`src/rtl/rand_history_reader_if.sv`:
```
// Bus between the random-result source / key front end and the history reader.
// The master side produces results and key levels and observes the display.
// The slave side is the reader itself.
interface rand_history_reader_if #(
    parameter int DATA_W = 4,
    parameter int PTR_W  = 2
);
    logic              i_valid;
    logic [DATA_W-1:0] i_data;
    logic              i_prev;
    logic              i_next;
    logic [DATA_W-1:0] o_data;
    logic [PTR_W-1:0]  o_index;
    logic [PTR_W:0]    o_count;
    logic              o_browsing;

    modport master (
        output i_valid, i_data, i_prev, i_next,
        input  o_data, o_index, o_count, o_browsing
    );

    modport slave (
        input  i_valid, i_data, i_prev, i_next,
        output o_data, o_index, o_count, o_browsing
    );
endinterface

```
`src/rtl/rand_history_reader.sv`:
```
// Circular history of finalized random results with prev/next browsing.
// A new result or an idle timeout snaps the display back to the newest entry.
module rand_history_reader #(
    parameter int          DATA_W      = 4,
    parameter int          DEPTH       = 4,
    parameter int          PTR_W       = 2,
    parameter logic [31:0] TIMEOUT_CYC = 32'd50_000_000
) (
    input  logic                  i_clk,
    input  logic                  i_rst_n,
    rand_history_reader_if.slave  bus
);
    localparam int               CNT_W        = PTR_W + 1;
    localparam logic [CNT_W-1:0] DEPTH_C      = CNT_W'(DEPTH);
    localparam logic [31:0]      TIMEOUT_LAST = TIMEOUT_CYC - 32'd1;

    typedef enum logic {
        S_LIVE,
        S_BROWSE
    } state_t;

    state_t            state_q, state_d;
    logic [DATA_W-1:0] mem_q [DEPTH];
    logic [DATA_W-1:0] mem_d [DEPTH];
    logic [PTR_W-1:0]  wr_ptr_q, wr_ptr_d;
    logic [CNT_W-1:0]  count_q, count_d;
    logic [PTR_W-1:0]  offset_q, offset_d;
    logic [31:0]       timer_q, timer_d;
    logic              prev_key_q, prev_key_d;
    logic              next_key_q, next_key_d;

    logic              prev_press;
    logic              next_press;
    logic [CNT_W-1:0]  offset_up;
    logic [PTR_W-1:0]  rd_ptr;

    // A held key produces one press: only the rising edge against last cycle's level counts.
    assign prev_press = bus.i_prev & ~prev_key_q;
    assign next_press = bus.i_next & ~next_key_q;
    assign offset_up  = {1'b0, offset_q} + CNT_W'(1);

    // State register: every flop, cleared together by the synchronous reset.
    always_ff @(posedge i_clk) begin
        if (!i_rst_n) begin
            state_q    <= S_LIVE;
            wr_ptr_q   <= '0;
            count_q    <= '0;
            offset_q   <= '0;
            timer_q    <= '0;
            prev_key_q <= 1'b0;
            next_key_q <= 1'b0;
            for (int i = 0; i < DEPTH; i++) begin
                mem_q[i] <= '0;
            end
        end else begin
            state_q    <= state_d;
            wr_ptr_q   <= wr_ptr_d;
            count_q    <= count_d;
            offset_q   <= offset_d;
            timer_q    <= timer_d;
            prev_key_q <= prev_key_d;
            next_key_q <= next_key_d;
            for (int i = 0; i < DEPTH; i++) begin
                mem_q[i] <= mem_d[i];
            end
        end
    end

    // Next state: a new result beats any key, a double press only restarts the timer.
    always_comb begin
        state_d    = state_q;
        wr_ptr_d   = wr_ptr_q;
        count_d    = count_q;
        offset_d   = offset_q;
        timer_d    = timer_q;
        prev_key_d = bus.i_prev;
        next_key_d = bus.i_next;
        for (int i = 0; i < DEPTH; i++) begin
            mem_d[i] = mem_q[i];
        end

        if (bus.i_valid) begin
            mem_d[wr_ptr_q] = bus.i_data;
            wr_ptr_d        = wr_ptr_q + PTR_W'(1);
            count_d         = (count_q == DEPTH_C) ? count_q : count_q + CNT_W'(1);
            offset_d        = '0;
            state_d         = S_LIVE;
            timer_d         = '0;
        end else if (prev_press && next_press) begin
            timer_d = '0;
        end else begin
            case (state_q)
                S_LIVE: begin
                    timer_d = '0;
                    if (prev_press && count_q >= CNT_W'(2)) begin
                        offset_d = PTR_W'(1);
                        state_d  = S_BROWSE;
                    end
                end
                S_BROWSE: begin
                    if (prev_press) begin
                        timer_d = '0;
                        if (offset_up < count_q) begin
                            offset_d = offset_q + PTR_W'(1);
                        end
                    end else if (next_press) begin
                        timer_d  = '0;
                        offset_d = offset_q - PTR_W'(1);
                        if (offset_q == PTR_W'(1)) begin
                            state_d = S_LIVE;
                        end
                    end else if (timer_q == TIMEOUT_LAST) begin
                        timer_d  = '0;
                        offset_d = '0;
                        state_d  = S_LIVE;
                    end else begin
                        timer_d = timer_q + 32'd1;
                    end
                end
                default: begin
                    state_d  = S_LIVE;
                    offset_d = '0;
                    timer_d  = '0;
                end
            endcase
        end
    end

    // Outputs: the displayed entry counts back from the newest write; empty history shows 0.
    always_comb begin
        rd_ptr         = wr_ptr_q - PTR_W'(1) - offset_q;
        bus.o_data     = (count_q == '0) ? '0 : mem_q[rd_ptr];
        bus.o_index    = offset_q;
        bus.o_count    = count_q;
        bus.o_browsing = (state_q == S_BROWSE);
    end
endmodule

```
`src/flat_wrapper.sv`:
```
// flat-port wrapper written by rule: the top's interface ports become plain ports
module rand_history_reader_flat 
#(
    parameter int          DATA_W      = 4,
    parameter int          DEPTH       = 4,
    parameter int          PTR_W       = 2,
    parameter logic [31:0] TIMEOUT_CYC = 32'd50_000_000
)
  (i_clk, i_rst_n, bus_i_valid, bus_i_data, bus_i_prev, bus_i_next, bus_o_data, bus_o_index, bus_o_count, bus_o_browsing);
  rand_history_reader_if #(.DATA_W(DATA_W), .PTR_W(PTR_W)) bus_i ();
  input  logic i_clk;
  input  logic i_rst_n;
  input wire logic [$bits(bus_i.i_valid)-1:0] bus_i_valid;
  input wire logic [$bits(bus_i.i_data)-1:0] bus_i_data;
  input wire logic [$bits(bus_i.i_prev)-1:0] bus_i_prev;
  input wire logic [$bits(bus_i.i_next)-1:0] bus_i_next;
  output wire logic [$bits(bus_i.o_data)-1:0] bus_o_data;
  output wire logic [$bits(bus_i.o_index)-1:0] bus_o_index;
  output wire logic [$bits(bus_i.o_count)-1:0] bus_o_count;
  output wire logic [$bits(bus_i.o_browsing)-1:0] bus_o_browsing;
  assign bus_i.i_valid = bus_i_valid;
  assign bus_i.i_data = bus_i_data;
  assign bus_i.i_prev = bus_i_prev;
  assign bus_i.i_next = bus_i_next;
  assign bus_o_data = bus_i.o_data;
  assign bus_o_index = bus_i.o_index;
  assign bus_o_count = bus_i.o_count;
  assign bus_o_browsing = bus_i.o_browsing;
  rand_history_reader #(.DATA_W(DATA_W), .DEPTH(DEPTH), .PTR_W(PTR_W), .TIMEOUT_CYC(TIMEOUT_CYC)) u_core (.i_clk(i_clk), .i_rst_n(i_rst_n), .bus(bus_i));
endmodule
```
`config.mk`:
```
export PLATFORM = sky130hd
export DESIGN_NAME = rand_history_reader_flat
export DESIGN_NICKNAME = d
export VERILOG_FILES = /design/src/rtl/rand_history_reader_if.sv /design/src/rtl/rand_history_reader.sv /design/src/flat_wrapper.sv
export SDC_FILE = /design/constraint.sdc
export NUM_CORES = 1
export LEC_CHECK = 0
export ABC_AREA = 1
export BUFFER_PORTS_ARGS = -buffer_cell sky130_fd_sc_hd__buf_4
export CORE_UTILIZATION = 60
export CTS_BUF_LIST = sky130_fd_sc_hd__clkbuf_2 sky130_fd_sc_hd__clkbuf_4 sky130_fd_sc_hd__clkbuf_8
export CTS_CLUSTER_SIZE = 12
export DETAILED_ROUTE_END_ITERATION = 8
export PLACE_DENSITY = 0.76
export SLEW_MARGIN = 20
export SYNTH_ARGS = -nofsm -noshare
export SYNTH_HDL_FRONTEND = slang
export SYNTH_SLANG_ARGS = --single-unit
export TNS_END_PERCENT = 20
```
`constraint.sdc`:
```
create_clock -name i_clk -period 3.6 [get_ports i_clk]
set_input_delay 0.54 -clock i_clk [delete_from_list [all_inputs] [get_ports i_clk]]
set_output_delay 0.54 -clock i_clk [all_outputs]
set_load 0.01 [all_outputs]
```
# [After elaboration in Yosys (flattened, before gate mapping)]
# Memory sizes are Yosys's and may differ from the RTL's.
# Index checks and enable logic that the tools add are counted.
[classes] add_sub_neg=8 multipliers=0 n_div=0 n_lt_le_gt_ge=4 n_eq_ne=6 n_shift=0 n_mux=27 bitwise_logic=13 reduce_logical=8
[ops] op="32-bit 2-to-1 mux" count=3
[ops] op="32-bit one-hot mux with 2 select lines" count=1
[ops] op="32-bit by 1-bit adder with 32-bit output (second input constant)" count=1
[ops] op="32-bit by 26-bit equality test with 1-bit output (second input constant)" count=1
[ops] op="4-bit 2-to-1 mux" count=6
[ops] op="16-bit bitwise mux" count=1
[ops] op="16-bit 2-to-1 mux" count=1
[ops] op="2-bit 2-to-1 mux" count=5
[ops] op="4-bit demux with 2-bit select" count=1
[ops] op="1-bit 2-to-1 mux" count=7
[ops] op="1-bit NOT" count=6
[ops] op="2-bit by 1-bit adder with 2-bit output (second input constant)" count=2
[ops] op="4-bit inequality test (second input constant)" count=1
[ops] op="1-bit OR" count=4
[ops] op="2-bit one-hot mux with 2 select lines" count=1
[ops] op="4-bit AND reduction" count=1
[ops] op="2-bit by 1-bit subtractor with 2-bit output (second input constant)" count=2
[ops] op="2-bit by 1-bit adder with 3-bit output (second input constant)" count=1
[ops] op="3-bit by 1-bit adder with 3-bit output (second input constant)" count=1
[ops] op="3-bit equality test (second input constant)" count=1
[ops] op="3-bit by 2-bit greater-or-equal comparator with 1-bit output (second input constant)" count=1
[ops] op="3-bit greater-or-equal comparator (second input constant)" count=1
[ops] op="1-bit logical AND" count=3
[ops] op="3-bit zero test" count=1
[ops] op="12 further kinds" count=13
[totals] regBits=42 latch_bits=0 ram_bits=16 romBits=0 input_bits=9 output_inout_bits=10 elab_cells=74 mem_count=1
[mem_list] memory="u_core.mem_q" depth=4 width=4 read_ports=5 rd_ports_with_merged_regs=0 write_ports=4 line_no="rand_history_reader.sv:23" rtl="logic [DATA_W-1:0] mem_q [DEPTH];"

# [Longest topological paths before layout]
# Gate-level depths: netlist (run 1).
[logic_depth] word_depth=8 mapped_depth=11

# [Worst setup path before layout (run 1)]
# OpenSTA, ideal clock, no wires.
[synth_path] kind="reg-to-output" startpoint="reg u_core.offset_q[0] (netlist: u_core.bus.o_index[0])" endpoint="out bus_o_data[0]" arrival_ns=1.675 t_required_ns=3.060 path_slack_ns=1.385 path_stages_with_launch=7 path_cell_list="dfxtp_1 inv_1 ha_1 xnor2_1 xor2_1 nor2_1 a311oi_1"
[synth_between] elab_chain_cells=3
[synth_rtl] element="start: declaration" line_no="rand_history_reader.sv:27" rtl="logic [PTR_W-1:0] offset_q, offset_d;"
[synth_rtl] element="start signal: assignment" line_no="rand_history_reader.sv:59" rtl="offset_q <= offset_d;"
[synth_rtl] element="2-bit subtractor" line_no="rand_history_reader.sv:131" rtl="rd_ptr = wr_ptr_q - PTR_W'(1) - offset_q;"
[synth_rtl] element="memory 4 x 4 bit"
[synth_rtl] element="4-bit 2-to-1 mux" line_no="rand_history_reader.sv:132" rtl="bus.o_data = (count_q == '0) ? '0 : mem_q[rd_ptr];"
[synth_rtl] element="end: declaration" line_no="flat_wrapper.sv:17" rtl="output wire logic [$bits(bus_i.o_data)-1:0] bus_o_data;"
# Every way passes these cells.

# [Worst setup path in the final report (run 1)]
# Same ends and word-level chain as after synthesis.

==> summary.md, run 1 <==
| Metric | Value |
|---|---|
| Multi-input logic area | 1790 um^2 |
| Total die area | 5620 um^2 |
| Cts bufs inserted | 9 |
| Worst skew pair latency | 0.35 ns |
| Top cell type's share of synthesized area | 36.3% |
| Dpl cells | 560 |
| RSZ-0062 raised after global routing | false |
| N_diodes | 0 |
| Via-to-Cell Ratio | 5.20 |
| Starting density of the core | 62.6% |
| Reg area | 1160 um^2 |
| Die Y | 75.0 um |
| Total internal power | 980 uW |
| Vias in the first global route | 2,751 |
| Sequential area share after synthesis | 36.3% |
| Ports | 19 |
| Area growth, synth to finish | 11.4% |
| Finished Layout Cells | 576 |
| Sequential share of power | 50.2% |
| Detailed placement HPWL | 5550 um |
| Number of fill cells | 466 |
| Pwr Density | 375 nW/um^2 |
| Worst Skew | 0.00824 ns |
| Number of clock sinks | 58 |
| Fin Hold WS | 0.375 ns |
| Global-route wire length before repair | 12,000 um |
| Die Width | 75.0 um |
| Max VDD drop | 288 uV |
| Critical path launch point type | flop |
| Area leader, netlist | dfxtp_1 |
| Pleak | 1.30 nW |
| Synth cell types | 29 |
| Hold buffer count at CTS | 0 |
| GP Congestion | 0.915 |
| # DRC | 0 |
| Final setup viols | 0 |
| WS Path Type | reg -> out |
| Grt total ovfl | 0 |
| Status | complete, no violations |
| Syn nets | 499 |
| Reg2reg path depth | 8 |
| Layout cells sized above 1 | 13.8% |
| # Max-Cap Violations | 0 |
| Initial antenna violation count | 0 |
| Critical Path AT | 2.26 ns |
| Rows | 26 |
| Fin. max-slew vios | 0 |
| H-tree depth | 3 |
| Synth top area cells | dfxtp_1 (36%), nand2_1 (14%), nor2_1 (11%), inv_1 (5.5%), ha_1 (4.7%) |
| Clock power frac | 40.5% |
| DRT Pass-1 Iters | 4 |
| Post-Synthesis Cells | 478 |
| Synth warn | 0 |
| Final Hold Viols | 0 |
| Routed WL | 7320 um |
| Clock Path Buffers | 2 |
| Total number of vias | 2,997 |
| Rel. slew slack | 58.0% |
| Final Worst Setup Slack | 0.804 ns |
| Setup Buffers After CTS | 0 |
| # nets final | 522 |
| Clock-pin slew on the worst setup and hold paths | 0.07 ns |
| Setup_tns | 0 ns |
| Sw Share | 26.7% |
| Floorplan core area | 5110 um^2 |
| Req. time, crit path | 3.06 ns |
| Cell area after synthesis | 3200 um^2 |
| Largest net degree at the start of global routing | 33 |
| Final min period | 2.80 ns |
| CTS tree | yes |
| Average size of a mapped cell | 6.69 um^2 |
| Post-placement setup slack | 1.23 ns |
| WL/cell | 12.7 um |
| NetSw | 356 uW |
| CTS Root Cell | clkbuf_8 |
| Total GRT Usage | 28.9% |
| Cts repair resizes | 0 |
| Post-DRT Antenna Nets | 0 |
| Combinational share of power | 9.3% |
| Worst Hold Depth | 3 |
| Initial detailed-routing violation count | 162 |
| Final period util | 77.7% |
| Yosys reg bits | 58 |
| Worst Tran Pin Value | 0.628 ns |
| Maximum fanout along the worst path | 8 |
| IO Port Bufs | 18 |
| Max Freq | 358 MHz |
| Hold Path Class | in -> reg |
| Crit path capture type | output pin |
layout make-up:
class                      instances  area share [%]
tap                               70            2.46
clock inverter                     5           0.844
inverter                          55            5.80
timing repair buffer              18            3.80
sequential                        58            32.6
clock buffer                      11            4.08
multi-input combinational        359            50.4
metrics by stage:
stage / area, um^2 / utilization, % / power [mW]
5_1_grt: 3560 / 69.7 / 1.39
2_1_floorplan: 3200 / - / 0.764
3_5_place_dp: 3380 / 66.3 / 0.808
3_3_place_gp: 3380 / 66.3 / 0.805
4_1_cts: 3560 / 69.7 / 1.34
6_report: 3560 / 69.7 / 1.34
power by group through the flow:
stage / sequential (mW) / combinational, mW / clock, mW
global placement: 0.685 / 0.119 / 0
floorplan: 0.684 / 0.0796 / 0
global route: 0.673 / 0.142 / 0.578
finish: 0.671 / 0.124 / 0.541
detailed placement: 0.685 / 0.123 / 0
CTS: 0.671 / 0.124 / 0.549
cells in the mapped netlist:
cell type,count
nor3b_2,2
ha_1,12
inv_2,8
a311oi_1,4
dfxtp_1,58
nand3b_1,2
clkbuf_1,3
xnor2_1,4
a211oi_1,1
o211ai_1,1
nand2_1,119
a21oi_1,29
nor3_1,5
a21oi_2,1
nand3_1,14
nor2_1,91
and3_1,1
o21ai_0,26
nand3_2,3
buf_4,3
inv_1,47
nor2_4,1
nand2_2,8
nand4_1,9
nor2_2,6
or2_0,8
o21ai_1,1
nor3_2,7
xor2_1,4
flip-flops by register name (all words and copies together), names as in the netlist:
| register | count |
|---|---|
| u_core.timer_q | 32 |
| u_core.mem_q | 16 |
| u_core.bus.o_count | 3 |
| u_core.bus.o_index | 2 |
| u_core.wr_ptr_q | 2 |
| u_core.bus.o_browsing | 1 |
| u_core.next_key_q | 1 |
| u_core.prev_key_q | 1 |
final timing paths:
path                                       startpoint                 end  slack (ns)
worst max register to register      u_core.timer_q[0]  u_core.timer_q[15]        1.47
worst max-delay path            u_core.bus.o_index[0]       bus_o_data[0]        0.80
worst min register to register     u_core.timer_q[27]  u_core.timer_q[27]        0.48
worst min-delay path                       bus_i_next   u_core.next_key_q        0.37
metal layers:
metal  up-vias  wire length (um)  track usage [%]
met5         -                 0                0
met4         0               282             19.1
met3        24               261             5.35
met2        68              3570             51.3
met1      1332              3200             31.4
li1       1573                 -                -
critical path, stage by stage (launching register included):
cell and delay, ns:
dfxtp_1 0.40, inv_1 0.11, ha_1 0.22, xnor2_1 0.17, xor2_1 0.47, nor2_1 0.08, a311oi_1 0.28, buf_4 0.18
logic make-up after synthesis:
group / count (synthesis) / synth area share, %
simple gates: 276 / 38.6
compound gates: 63 / 10.6
buf+inv: 61 / 7.52
flops: 58 / 36.3
fa+ha+maj: 12 / 4.70
xor+xnor: 8 / 2.19
placed cells by master, fill, tap and decap left out, drive strengths merged:
cell type / count
nand3: 17
clkbuf: 11
a211oi: 1
and3: 1
inv: 55
nand2: 127
nor3b: 2
a21oi: 30
or2: 8
nand4: 9
clkinvlp: 2
o21ai: 27
o211ai: 1
xnor2: 4
buf: 18
nor2: 98
dfxtp: 58
clkinv: 3
nor3: 12
ha: 12
nand3b: 2
xor2: 4
a311oi: 4
No activity file was read; power rests on OpenSTA's default activity.
==> run 2: changes to the inputs <==
Settings changed: ABC_AREA 1 to 0.
Clock period 3.6 ns to 2.7 ns, I/O delays scaled along.
==> summary.md, run 2 <==
| Metric | Value |
|---|---|
| Status | finished, violations left (was complete, no violations) |
| Failing checks | DRC |
| # nets final | 364 (was 522) |
| Initial detailed-routing violation count | 161 (was 162) |
| Detailed placement HPWL | 3800 um (was 5550 um) |
| CTS tree | yes (unchanged) |
| Pleak | 1.17 nW (was 1.30 nW) |
| H-tree depth | 3 (unchanged) |
| Cell with the most instances after synthesis | dfxtp_1 (was nand2_1) |
| Ys flop type | dfxtp_1 (unchanged) |
| Floorplan core area | 4440 um^2 (was 5110 um^2) |
| Combinational share of power | 7.7% (was 9.3%) |
| # DRC | 2 (was 0) |
| RSZ-0062 raised after global routing | false (unchanged) |
| Post-Synthesis Cells | 319 (was 478) |
| Cell area after synthesis | 2840 um^2 (was 3200 um^2) |
| Total number of vias | 2,226 (was 2,997) |
| Post-DRT Antenna Nets | 0 (unchanged) |
| Final setup viols | 0 (unchanged) |
| Final Hold Viols | 0 (unchanged) |
| Synth top area cells | dfxtp_1 (41%), xor2_1 (6.8%), nand3_1 (5.6%), nor2_1 (5.4%), ha_1 (5.3%) (was dfxtp_1 (36%), nand2_1 (14%), nor2_1 (11%), inv_1 (5.5%), ha_1 (4.7%)) |
| Ports | 19 (unchanged) |
| Max VDD drop | 415 uV (was 288 uV) |
| Final Total Pwr | 1.78 mW (was 1.34 mW) |
| Number of clock sinks | 58 (unchanged) |
| Yosys reg bits | 58 (unchanged) |
| Critical path launch point type | flop (unchanged) |
| Post-placement setup slack | 0.445 ns (was 1.23 ns) |
| GP Congestion | 0.776 (was 0.915) |
| Fin. max-slew vios | 0 (unchanged) |
| Sw Share | 23.3% (was 26.7%) |
| Synth cell types | 36 (was 29) |
| Largest net degree at the start of global routing | 33 (unchanged) |
| Initial antenna violation count | 0 (unchanged) |
| Sequential share of power | 49.9% (was 50.2%) |
| Final Worst Setup Slack | 0.179 ns (was 0.804 ns) |
| Final period util | 93.4% |
| WL/cell | 14.1 um (was 12.7 um) |
| Crit path capture type | output pin (unchanged) |
| IO Port Bufs | 18 (unchanged) |
| Global-route wire length before repair | 9630 um (was 12,000 um) |
| Syn nets | 340 (was 499) |
| Total GRT Usage | 24.8% (was 28.9%) |
| Die Y | 70.7 um (was 75.0 um) |
| Most frequent cells in the layout | dfxtp_1 (58), nor2_1 (41), nand2_1 (32), nand3_1 (32), xor2_1 (22) (was nand2_1 (119), nor2_1 (91), dfxtp_1 (58)) |
| Top cell type's share of synthesized area | 41.0% (was 36.3%) |
| CTS Root Cell | clkbuf_8 (unchanged) |
| Via-to-Cell Ratio | 5.58 (was 5.20) |
| WS Path Type | reg -> out (unchanged) |
| DRT Pass-1 Iters | 6 (was 4) |
| Number of flip-flops in the largest register | 32 (unchanged) |
| # Max-Cap Violations | 0 (unchanged) |
| Synth warn | 0 (unchanged) |
| Maximum fanout along the worst path | 7 (was 8) |
| Max Freq | 397 MHz |
| Post-synth EDFFs | 0 (unchanged) |
| Total die area | 5000 um^2 (was 5620 um^2) |
| Worst skew pair latency | 0.33 ns (was 0.35 ns) |
| Clock-pin slew on the worst setup and hold paths | 0.06 ns (was 0.07 ns) |
| Commonest non-fill, non-tap cell in the layout | dfxtp_1 (was nand2_1) |
| Die Width | 70.7 um (was 75.0 um) |
| N_diodes | 0 (unchanged) |
| Vias in the first global route | 2,153 (was 2,751) |
| Largest Register | u_core.timer_q (unchanged) |
| Final min period | 2.52 ns |
| Worst Tran Pin Value | 0.512 ns (was 0.628 ns) |
| Average size of a mapped cell | 8.89 um^2 (was 6.69 um^2) |
| Area leader, netlist | dfxtp_1 (unchanged) |
| Worst Skew | 0.00638 ns (was 0.00824 ns) |
| Cts bufs inserted | 9 (unchanged) |
| Clock power frac | 42.3% (was 40.5%) |
| Clock Path Buffers | 2 (unchanged) |
| Total internal power | 1.36 mW (was 980 uW) |
| Async set or reset register ratio after synthesis | 0% (unchanged) |
| Rel. slew slack | 65.6% (was 58.0%) |
| Hold Path Class | in -> reg (unchanged) |
| Critical Path AT | 2.12 ns (was 2.26 ns) |
| Area growth, synth to finish | 13.6% (was 11.4%) |
| Routed WL | 5610 um (was 7320 um) |
| Rows | 24 (was 26) |
| Layout cells sized above 1 | 14.4% (was 13.8%) |
| Starting density of the core | 63.8% (was 62.6%) |
| Setup_tns | 0 ns (unchanged) |
| Pwr Density | 552 nW/um^2 (was 375 nW/um^2) |
| NetSw | 415 uW (was 356 uW) |
| Sequential area share after synthesis | 41.0% (was 36.3%) |
| Req. time, crit path | 2.30 ns (was 3.06 ns) |
| Grt total ovfl | 0 (unchanged) |
| Commonest cells post-synth | dfxtp_1 (58), nor2_1 (41), nand2_1 (32), nand3_1 (32), xor2_1 (22) (was nand2_1 (119), nor2_1 (91), dfxtp_1 (58)) |
## run 2: changes by cell type in the layout (fill, tap and decap cells not counted), moves of 9 or more
cell      before  now
a21boi_0       0   18
a21oi_1       29    3
inv_1         47   13
nand2_1      119   32
nand3_1       14   32
nor2_1        91   41
nor2b_1        0    9
o21ai_0       26    5
xor2_1         4   22
## run 2: power groups by stage
stage	clock (mW)	sequential (mW)	combinational, mW
4_1_cts	0.762	0.888	0.135
2_1_floorplan	0	0.904	0.0942
6_report	0.752	0.888	0.137
3_3_place_gp	0	0.906	0.129
5_1_grt	0.804	0.889	0.153
3_5_place_dp	0	0.907	0.133
## run 2: cells by family after synthesis
group	synth area share (%)
AO/OA/AOI/OAI	8.08
XOR/XNOR	10.2
adder cells (fa/ha/maj)	5.30
buffers and inverters	2.91
flip-flops	41.0
multiplexers	4.24
AND/OR/NAND/NOR	28.3
## run 2: path summary, 6_finish.rpt
path | start | end | slack (ns) | depth (start not counted)
worst max register to register | u_core.bus.o_index[1] | u_core.bus.o_index[0] | 0.59 | 9
worst min-delay path | bus_i_next | u_core.next_key_q | 0.28 | 2
worst max-delay path | u_core.bus.o_index[0] | bus_o_data[3] | 0.18 | 7
worst min register to register | u_core.timer_q[0] | u_core.timer_q[0] | 0.46 | 1
## run 2: worst max-delay path: stages (launching register included)
cell     delay (ns)
dfxtp_1        0.45
inv_1          0.07
ha_1           0.21
xnor2_1        0.23
xnor2_2        0.19
mux4_2         0.35
nor2b_1        0.14
buf_4          0.15
## run 2: what timing repair did
item / in CTS / in global routing
endpoints found under the hold margin: 0 / 0
hold buffers: 0 / 0
setup buffers: 0 / 0
endpoints found under the setup margin: 0 / 4
resized for setup: 0 / 1
## run 2: routing by layer
layer	vias up	global-route usage, %	share of wire, %
li1	1147	-	-
met1	1029	33.4	50
met2	40	37.6	44
met3	10	5.41	4.1
met4	0	12.9	1.8
met5	-	0	0
## run 2: area by class of cell
class	instances	area [um^2]
clock inverters	2	10.0
fillers	357	1220
clock buffers	13	179
multi-input cells	240	1600
well taps	52	65.1
repair buffers	21	158
flip-flops and latches	58	1160
inverters	13	48.8
## run 2: stage by stage
stage	cells	utilization (%)	hold slack, ns	cell area (um^2)
CTS	399	72.3	0.277	3210
detailed placement	384	68.0	0.451	3020
floorplan	319	-	0.430	2840
finish	399	72.5	0.283	3220
global route	399	72.5	0.284	3220
global placement	384	68.0	0.445	3020
==> run 3: changes to the inputs <==
--- a/config.mk
+++ b/config.mk
@@ -9,3 +9,3 @@
 export BUFFER_PORTS_ARGS = -buffer_cell sky130_fd_sc_hd__buf_4
-export CORE_UTILIZATION = 60
+export CORE_UTILIZATION = 55
 export CTS_BUF_LIST = sky130_fd_sc_hd__clkbuf_2 sky130_fd_sc_hd__clkbuf_4 sky130_fd_sc_hd__clkbuf_8
@@ -13,3 +13,3 @@
 export DETAILED_ROUTE_END_ITERATION = 8
-export PLACE_DENSITY = 0.76
+export PLACE_DENSITY = 0.71
 export SLEW_MARGIN = 20
--- a/constraint.sdc
+++ b/constraint.sdc
@@ -3,2 +3,2 @@
 set_output_delay 0.405 -clock i_clk [all_outputs]
-set_load 0.01 [all_outputs]
+set_load 0.02 [all_outputs]
==> summary.md, run 3 (same netlist as run 2, synthesis figures left out) <==
| Metric | Value |
|---|---|
| Maximum fanout along the worst path | 7 (unchanged) |
| Final min period | 2.53 ns (was 2.52 ns) |
| Commonest non-fill, non-tap cell in the layout | dfxtp_1 (unchanged) |
| # nets final | 365 (was 364) |
| # DRC | 0 (was 2) |
| Number of clock sinks | 58 (unchanged) |
| Die Y | 73.8 um (was 70.7 um) |
| Cts bufs inserted | 9 (unchanged) |
| Max VDD drop | 373 uV (was 415 uV) |
| Max Freq | 396 MHz (was 397 MHz) |
| Clock Path Buffers | 2 (unchanged) |
| Vias in the first global route | 2,101 (was 2,153) |
| Final Total Pwr | 1.75 mW (was 1.78 mW) |
| Largest Register | u_core.timer_q (unchanged) |
| CTS tree | yes (unchanged) |
| Initial detailed-routing violation count | 133 (was 161) |
| Clock-pin slew on the worst setup and hold paths | 0.06 ns (about the same) |
| IO Port Bufs | 18 (unchanged) |
| RSZ-0062 raised after global routing | false (unchanged) |
| Starting density of the core | 58.5% (was 63.8%) |
| Floorplan core area | 4850 um^2 (was 4440 um^2) |
| N_diodes | 0 (unchanged) |
| Post-DRT Antenna Nets | 0 (unchanged) |
| Rel. slew slack | 64.9% (was 65.6%) |
| Total number of vias | 2,214 (was 2,226) |
| Pwr Density | 540 nW/um^2 (was 552 nW/um^2) |
| Crit path capture type | output pin (unchanged) |
| Grt total ovfl | 0 (unchanged) |
| DRT Pass-1 Iters | 4 (was 6) |
| Most frequent cells in the layout | dfxtp_1 (58), nor2_1 (41), nand2_1 (32), nand3_1 (32) (was dfxtp_1 (58), nor2_1 (41), nand2_1 (32), nand3_1 (32), xor2_1 (22)) |
| H-tree depth | 3 (unchanged) |
| Setup_tns | 0 ns (unchanged) |
| Number of fill cells | 421 (was 357) |
| Hold Path Class | in -> reg (unchanged) |
| Reg area | 1160 um^2 (unchanged) |
| Total die area | 5450 um^2 (was 5000 um^2) |
| # Max-Cap Violations | 0 (unchanged) |
| Critical Path AT | 2.12 ns (about the same) |
| WL/cell | 13.3 um (was 14.1 um) |
| Die Width | 73.8 um (was 70.7 um) |
| Final Hold Viols | 0 (unchanged) |
| Critical path launch point type | flop (unchanged) |
| Final period util | 93.6% (was 93.4%) |
| Status | complete, no violations (was finished, violations left) |
| Worst Skew | 0.00661 ns (was 0.00638 ns) |
| Initial antenna violation count | 0 (unchanged) |
| CTS Root Cell | clkbuf_8 (unchanged) |
| Number of flip-flops in the largest register | 32 (unchanged) |
| GP Congestion | 0.810 (was 0.776) |
| Fin. max-slew vios | 0 (unchanged) |
| Via-to-Cell Ratio | 5.35 (was 5.58) |
| Pleak | 1.16 nW (was 1.17 nW) |
| Total GRT Usage | 23.0% (was 24.8%) |
| WS Path Type | reg -> out (unchanged) |
| Global-route wire length before repair | 9290 um (was 9630 um) |
| Multi-input logic area | 1600 um^2 (unchanged) |
| Final setup viols | 0 (unchanged) |
| Largest net degree at the start of global routing | 33 (unchanged) |
| Layout cells sized above 1 | 14.4% (unchanged) |
| Area growth, synth to finish | 14.1% (was 13.6%) |
| Worst Tran Pin Value | 0.522 ns (was 0.512 ns) |
| Rows | 25 (was 24) |
| Worst skew pair latency | 0.34 ns (was 0.33 ns) |
| Setup Buffers After CTS | 0 (unchanged) |
| Detailed placement HPWL | 3850 um (was 3800 um) |
| Req. time, crit path | 2.30 ns (about the same) |
| Routed WL | 5490 um (was 5610 um) |
| Ports | 19 (unchanged) |
| Hold buffer count at CTS | 0 (unchanged) |
[run 3: timing repair]
| item | in CTS | in global routing |
|---|---|---|
| endpoints found under the hold margin | 0 | 0 |
| endpoints found under the setup margin | 0 | 4 |
| resized for setup | 0 | 1 |
[run 3: power breakdown]
| group | internal, mW | switching [mW] |
|---|---|---|
| Combinational | 0.0642 | 0.0794 |
| Sequential | 0.874 | 0.0137 |
| Clock | 0.396 | 0.320 |
| Total | 1.33 | 0.414 |
[run 3: area by class of cell]
cell class / instances / share of cell area (%)
multi-input combinational: 240 / 49.4
sequential: 58 / 35.9
clock buffer: 12 / 5.10
timing repair buffer: 22 / 5.10
tap: 67 / 2.59
inverter: 13 / 1.51
clock inverter: 2 / 0.387
[run 3: final timing paths]
path / slack [ns] / startpoint / depth (start not counted) / end
setup / recovery: 0.17 / u_core.bus.o_index[0] / 7 / bus_o_data[1]
setup reg to reg: 0.56 / u_core.bus.o_index[1] / 9 / u_core.bus.o_index[1]
hold reg to reg: 0.47 / u_core.timer_q[0] / 1 / u_core.timer_q[0]
hold / removal: 0.28 / bus_i_next / 2 / u_core.next_key_q
[run 3: worst max-delay path: stages (launching register included)]
cell	delay (ns)
dfxtp_1	0.43
inv_1	0.07
ha_1	0.21
xnor2_1	0.15
xnor2_2	0.27
mux4_2	0.34
nor2b_1	0.14
buf_4	0.16
[run 3: metrics by stage]
step           area [um^2]  setup WS (ns)  utilization, %  hold WS, ns  std cells
6_report              3240          0.174            66.7        0.278        414
5_1_grt               3240         0.0449            66.7        0.273        414
4_1_cts               3230         0.0327            66.6        0.262        414
3_5_place_dp          3050          0.432            62.9        0.456        400
3_3_place_gp          3050          0.470            62.9        0.445        400
2_1_floorplan         2840          0.514               -        0.430        319
[run 3: metal layers]
| layer | track usage [%] | vias up | part of all wire (%) |
|---|---|---|---|
| li1 | - | 1145 | - |
| met3 | 8.64 | 6 | 5.1 |
| met4 | 8.33 | 0 | 0.96 |
| met2 | 36.3 | 43 | 47 |
| met1 | 28.7 | 1020 | 47 |
| met5 | 0 | - | 0 |
